**config.mk**
```make
export PLATFORM = sky130hd
export DESIGN_NAME = sw_debounce
export DESIGN_NICKNAME = d
export VERILOG_FILES = /design/src/rtl/sw_debounce_pkg.sv /design/src/rtl/debounce_channel.sv /design/src/rtl/sw_debounce.sv
export SDC_FILE = /design/constraint.sdc
export NUM_CORES = 1
export LEC_CHECK = 0
export BUFFER_PORTS_ARGS = -buffer_cell sky130_fd_sc_hd__buf_2
export CAP_MARGIN = 20
export CORE_MARGIN = 1
export CORE_UTILIZATION = 54
export DETAILED_ROUTE_END_ITERATION = 10
export PLACE_DENSITY = 0.78
export SYNTH_ARGS = -nofsm -noshare
export SYNTH_HDL_FRONTEND = slang
export SYNTH_SLANG_ARGS = --single-unit
```
**constraint.sdc**
```tcl
create_clock -name clock -period 3.35 [get_ports clock]
set_input_delay 0.335 -clock clock [delete_from_list [all_inputs] [get_ports clock]]
set_output_delay 0.335 -clock clock [all_outputs]
set_load 0.03 [all_outputs]
```
**src/rtl/sw_debounce_pkg.sv**
```systemverilog
// sw_debounce_pkg: shared FSM state type and board timing constant for the switch debouncer.
package sw_debounce_pkg;
  typedef enum logic {IDLE = 1'b0, SETTLE = 1'b1} state_t;
  localparam int DEBOUNCE_20MS_AT_50MHZ = 1_000_000;
endpackage

```
**src/rtl/debounce_channel.sv**
```systemverilog
// debounce_channel: one synchronised, stability-filtered input with optional rise/fall pulses.
// Pulse registers exist only when SW_DEBOUNCE_EDGE_EN is defined; otherwise rise/fall are 0.
module debounce_channel
  import sw_debounce_pkg::*;
#(
  parameter int STABLE_CYCLES = 16
) (
  input  logic clock,
  input  logic reset,
  input  logic raw,
  output logic clean,
  output logic rise,
  output logic fall
);
  localparam int CW = (STABLE_CYCLES > 2) ? $clog2(STABLE_CYCLES) : 1;
  localparam logic [CW-1:0] LAST = CW'(STABLE_CYCLES - 1);
  logic sync1, s, clean_n;
  logic [CW-1:0] cnt, cnt_n;
  state_t state, state_n;
  always_ff @(posedge clock or posedge reset) begin
    if (reset) begin
      sync1 <= 1'b0;
      s     <= 1'b0;
      state <= IDLE;
      cnt   <= '0;
      clean <= 1'b0;
    end else begin
      sync1 <= raw;
      s     <= sync1;
      state <= state_n;
      cnt   <= cnt_n;
      clean <= clean_n;
    end
  end
  // A sample matching clean always returns to IDLE, covering both steady state and bounce-back.
  always_comb begin
    state_n = state;
    cnt_n   = cnt;
    clean_n = clean;
    if (s == clean) begin
      state_n = IDLE;
      cnt_n   = '0;
    end else if (state == IDLE) begin
      state_n = SETTLE;
      cnt_n   = CW'(1);
    end else if (cnt == LAST) begin
      state_n = IDLE;
      cnt_n   = '0;
      clean_n = s;
    end else begin
      cnt_n = cnt + CW'(1);
    end
  end
`ifdef SW_DEBOUNCE_EDGE_EN
  always_ff @(posedge clock or posedge reset) begin
    if (reset) begin
      rise <= 1'b0;
      fall <= 1'b0;
    end else begin
      rise <= clean_n & ~clean;
      fall <= ~clean_n & clean;
    end
  end
`else
  assign rise = 1'b0;
  assign fall = 1'b0;
`endif
endmodule

```
**src/rtl/sw_debounce.sv**
```systemverilog
// sw_debounce: WIDTH independent debounced channels with clean level and rise/fall pulses.
// Define SW_DEBOUNCE_EDGE_EN to build the rise/fall pulse registers.
module sw_debounce #(
  parameter int WIDTH         = 3,
  parameter int STABLE_CYCLES = 16
) (
  input  logic             clock,
  input  logic             reset,
  input  logic [WIDTH-1:0] raw,
  output logic [WIDTH-1:0] clean,
  output logic [WIDTH-1:0] rise,
  output logic [WIDTH-1:0] fall
);
  if (STABLE_CYCLES < 2) begin : g_bad_param
    $error("sw_debounce: STABLE_CYCLES must be at least 2");
  end
  for (genvar i = 0; i < WIDTH; i++) begin : g_ch
    debounce_channel #(.STABLE_CYCLES(STABLE_CYCLES)) u_ch (
      .clock(clock),
      .reset(reset),
      .raw  (raw[i]),
      .clean(clean[i]),
      .rise (rise[i]),
      .fall (fall[i])
    );
  end
endmodule

```
Word level (Yosys, flattened, before mapping)
Index checks and enable logic that the tools add are counted.

Bits in registers: 24. Word-level logic and storage cells: 48. Output and inout port bits: 9. Bits of input ports: 5.

Bitwise logic cells: 3. Muxes and demuxes: 18. Reductions and logical operators: 3. Add/subtract/negate cells: 3. Equality and inequality tests: 6.

Operator list (count): 2-to-1 mux 4 bit (9); adder 4 x 1 -> 4 bit (second input constant) (3); equality test 4 bit (second input constant) (3); 2-to-1 mux 1 bit (9); AND reduction 3 bit (3); equality test 1 bit (3); inverter 1 bit (3).

Logic depth before layout (Yosys ltp)
Depth after elaboration: 4. Depth in mapped cells: 4. Mapped depth without buffers: 4.

By module
Synthesis repeated with hierarchy kept, for this count alone.

Cells, all modules: 78. Area, all modules: 1017.2 sq um.

By module, submodules not included: debounce_channel (instances 3, cells an instance 26, seq. area each 200.2 sq um, area each 339.1 sq um).

Least setup slack after synthesis
OpenSTA, ideal clock, no wires.

Path kind: flip-flop to flip-flop. From: reg g_ch[0].u_ch.cnt[0]. To: reg g_ch[0].u_ch.clean. Buffers on the path: 0. Cell stages (with the launch flop): 4. Required time: 3222 ps. Slack: 2160 ps. Arrival: 1062 ps. Clock period less this slack: 1190 ps. Path through: dfrtp_1 > ha_1 > nand4_1 > mux2_1.

Longest elaborated chain between the ends: 2.

RTL lines: from (decl) (RTL line debounce_channel.sv:18) `logic [CW-1:0] cnt, cnt_n;`; from (signal assigned) (RTL line debounce_channel.sv:31) `cnt <= cnt_n;`; equality test 4 bit (RTL line debounce_channel.sv:46) `end else if (cnt == LAST) begin`; AND reduction 3 bit (no source line); to (signal assigned) (RTL line debounce_channel.sv:32) `clean <= clean_n;`; to (decl) (RTL line debounce_channel.sv:11) `output logic clean,`.

No other way between the ends. A chain may end at the register's enable or synchronous reset.

Worst setup path in the final report
Ends and elaborated chain as after synthesis.

==> summary.txt <==
STA
  • Number of max-slew violations in the final report: 0
  • Total setup violations reported at the end of the flow: 0
  • Unrepaired setup endpoints after global routing: no
  • Final Skew: 1.84 ps
  • Final hold violation count: 0
  • Fmax achieved: 0.785 GHz
  • Summed negative setup slack over all endpoints: 0 ps
  • Minimum clock period after layout: between 1000 and 1500 ps
  • Slew at the pin closest to its max-slew limit: approximately 860 ps
  • Ratio of final minimum period to clock period: 0.380
  • Relative slew slack: 0.425

Synth
  • Synth async-reset ratio: 1.00
  • Area share of the largest cell type after synthesis: 0.599
  • Synth area leaders: sky130_fd_sc_hd__dfrtp_1, sky130_fd_sc_hd__buf_4, sky130_fd_sc_hd__ha_1
  • Yosys reg bits: 24
  • Compound-cell area share of the yosys netlist: 0.0824
  • Simple-gate share of the synthesized area: 0.109
  • Post-synthesis xor/xnor area fraction: 0.0524
  • Synth Flop Type: sky130_fd_sc_hd__dfrtp_1
  • Number of enable-type register cells in the synthesized netlist: 0
  • Number of different library cells in the post-synthesis netlist: 22
  • Adder and majority cell fraction of the synthesized area: 0.0375
  • Area of the mapped netlist: 1000 um2
  • Synth warnings: 0
  • Sequential element share of the synthesized area: 0.599
  • Combinational family with the most area after synthesis: simple AND/OR/NAND/NOR gates
  • Number of instances in the synthesized netlist: 80
  • Post-synthesis average cell area: between 10 and 15 um2
  • Proportion of synthesized area in mux cells: 0.0337
  • Cell type contributing the most total cell area after synthesis: sky130_fd_sc_hd__dfrtp_1

CTS
  • Post-CTS Hold Fix Bufs: 0
  • Clock tree from TritonCTS: built
  • Cell chosen for the clock root: sky130_fd_sc_hd__clkbuf_4
  • CTS resizes: 0
  • Clock buffers created by TritonCTS: 3
  • Maximum level of the CTS H-tree: 1
  • Register clock-pin slew on the reported worst setup and hold paths: 110 ps
  • Clock network latency to the later pin of the worst-skew pair: 290 ps
  • Number of clock sinks seen by CTS: 24
  • Buffers inserted by post-CTS timing repair: 0
  • Largest buffer count on any clock path: 2

Cells and area
  • Fraction of layout instances using a drive strength above 1: 0.186
  • Multi-input gate area in the final layout: 338 um2
  • Filler cell count: 147
  • Non-filler cells in the finished layout: 111
  • Nets@finish: 96
  • Commonest non-fill, non-tap cells in the layout: sky130_fd_sc_hd__dfrtp_1, sky130_fd_sc_hd__buf_2, sky130_fd_sc_hd__a21oi_1, sky130_fd_sc_hd__conb_1, sky130_fd_sc_hd__inv_1
  • Register area: 601 um2
  • Most frequent standard cell in the layout excluding fill and tap cells: sky130_fd_sc_hd__dfrtp_1
  • Synthesis-to-layout area growth: 4.00%
  • Finished layout cell area: around 1000 um2
  • Final antenna diode count: 0

Worst setup path
  • Critical Path Source Type: flop
  • Crit-path max cell delay: 450 ps
  • Arrival time at the worst endpoint: around 1500 ps
  • Critical Path Slowest Stage Cell: sky130_fd_sc_hd__dfrtp_1
  • Maximum fanout encountered on the critical timing path: 4
  • Crit path kind: reg2reg
  • Series of cell instances along the critical path: ha_1, nand4_1, mux2_1
  • Endpoint class of the critical path: flop
  • Required time reported for the critical path endpoint: 3530 ps

Detailed routing
  • DRC violation count after routing: 0
  • Number of vias in the routed layout: 538
  • Iteration-0 DRC Markers: 3
  • Via count normalized by instance count: between 4 and 5
  • Final WL: around 1200 um
  • Per-cell routed wire length: 11.0 um
  • Number of nets still failing antenna checks after routing: 0
  • First-pass iteration count of the detailed router: 3

Power
  • Pwr dens: 434 nW/um2
  • Maximum ir drop on the vdd rail: roughly 410 uV
  • Pleak: 0.506 nW

Floorplanning
  • IO Pins: 14
  • Die Footprint: 2030 um2
  • Die Y-Extent: 45.1 um
  • Effective utilization at floorplan: 0.580
  • Row Count: 15
  • CORE AREA: between 1500 and 2000 um2
  • Die W: 45.1 um

Global route
  • Aggregate global routing overflow: 0
  • Largest net degree at the start of global routing: 25
  • Number of antenna violations at the first check in global routing: 0
  • First-pass GRT wire length: 2130 um
  • Vias in the first global route: approximately 530
  • Global-route usage over all layers: 0.148

Outcome
  • Result of the run: completed

Placed design
  • Post-place instance area: 1020 um2
  • Input/output buffers: 7
  • Placed cell count: 108
  • Routability Congestion: 0.686
  • Detail Placement HPWL: 943 um

Hold path
  • Class of the tightest hold or removal check: in2reg

Run
  • Max-cap violation count: 0
[Yosys cell counts, drive strengths merged, types with 4 or more instances]
cell type / instances
buf: 9
inv: 4
a21oi: 6
dfrtp: 24
[metrics by stage]
step | total power, mW | setup WS [ps] | hold WS (ps) | util
final | 0.453 | 2080 | 144 | 0.604
after global routing | 0.476 | 2010 | 119 | 0.604
after CTS | 0.462 | 2060 | 131 | 0.604
after detailed placement | 0.347 | 2070 | 336 | 0.591
after global placement | 0.345 | 2130 | 336 | 0.591
after floorplan | 0.344 | 2160 | 331 | -
[worst paths after layout]
check	from	end	slack, ps	cells after the start
max	g_ch[0].u_ch.cnt[0]	g_ch[0].u_ch.clean	2080	3
min	raw[0]	g_ch[0].u_ch.sync1	140	1
max reg2reg	g_ch[0].u_ch.cnt[0]	g_ch[0].u_ch.clean	2080	3
min reg2reg	g_ch[1].u_ch.sync1	g_ch[1].u_ch.s	360	0
max in group asynchronous	reset	g_ch[1].u_ch.cnt[2]	2620	2
min in group asynchronous	reset	g_ch[2].u_ch.sync1	210	2
[power breakdown]
group | internal, mW | switching, mW | total [mW]
Combinational | 0.0106 | 0.0212 | 0.0319
Clock | 0.0417 | 0.0702 | 0.112
Sequential | 0.300 | 0.00899 | 0.309
[cell type report]
type	instances	area share
clock buffer	3	0.0216
inverter	4	0.0144
multi-input combinational	48	0.324
sequential	24	0.576
tap	25	0.0300
timing repair buffer	7	0.0336
[routing by layer]
metal	vias to the layer above	share of wire	global-route usage
met1	259	0.52	0.211
met3	0	0.036	0.0360
met2	11	0.45	0.229
met5	-	0	0
li1	268	-	-
met4	0	0	0.0364
[kinds of logic after synthesis]
logic type,count (synthesis)
flops,24
xor+xnor,6
fa+ha+maj,3
simple gates,18
other cells,1
compound gates,12
buf+inv,13
mux,3
[worst max-delay path, delay by kind of cell (launching register included)]
family | cells | cell delay [ps]
DFF | 1 | 450
muxes | 1 | 330
adders and majority gates | 1 | 240
and+or+nand+nor | 1 | 150
[sequential cells by signal, summed over array words and instances, names as in the netlist]
signal           count
g_ch.u_ch.s          3
g_ch.u_ch.state      3
g_ch.u_ch.cnt       12
g_ch.u_ch.clean      3
g_ch.u_ch.sync1      3
(Power assumes the default switching activity.)
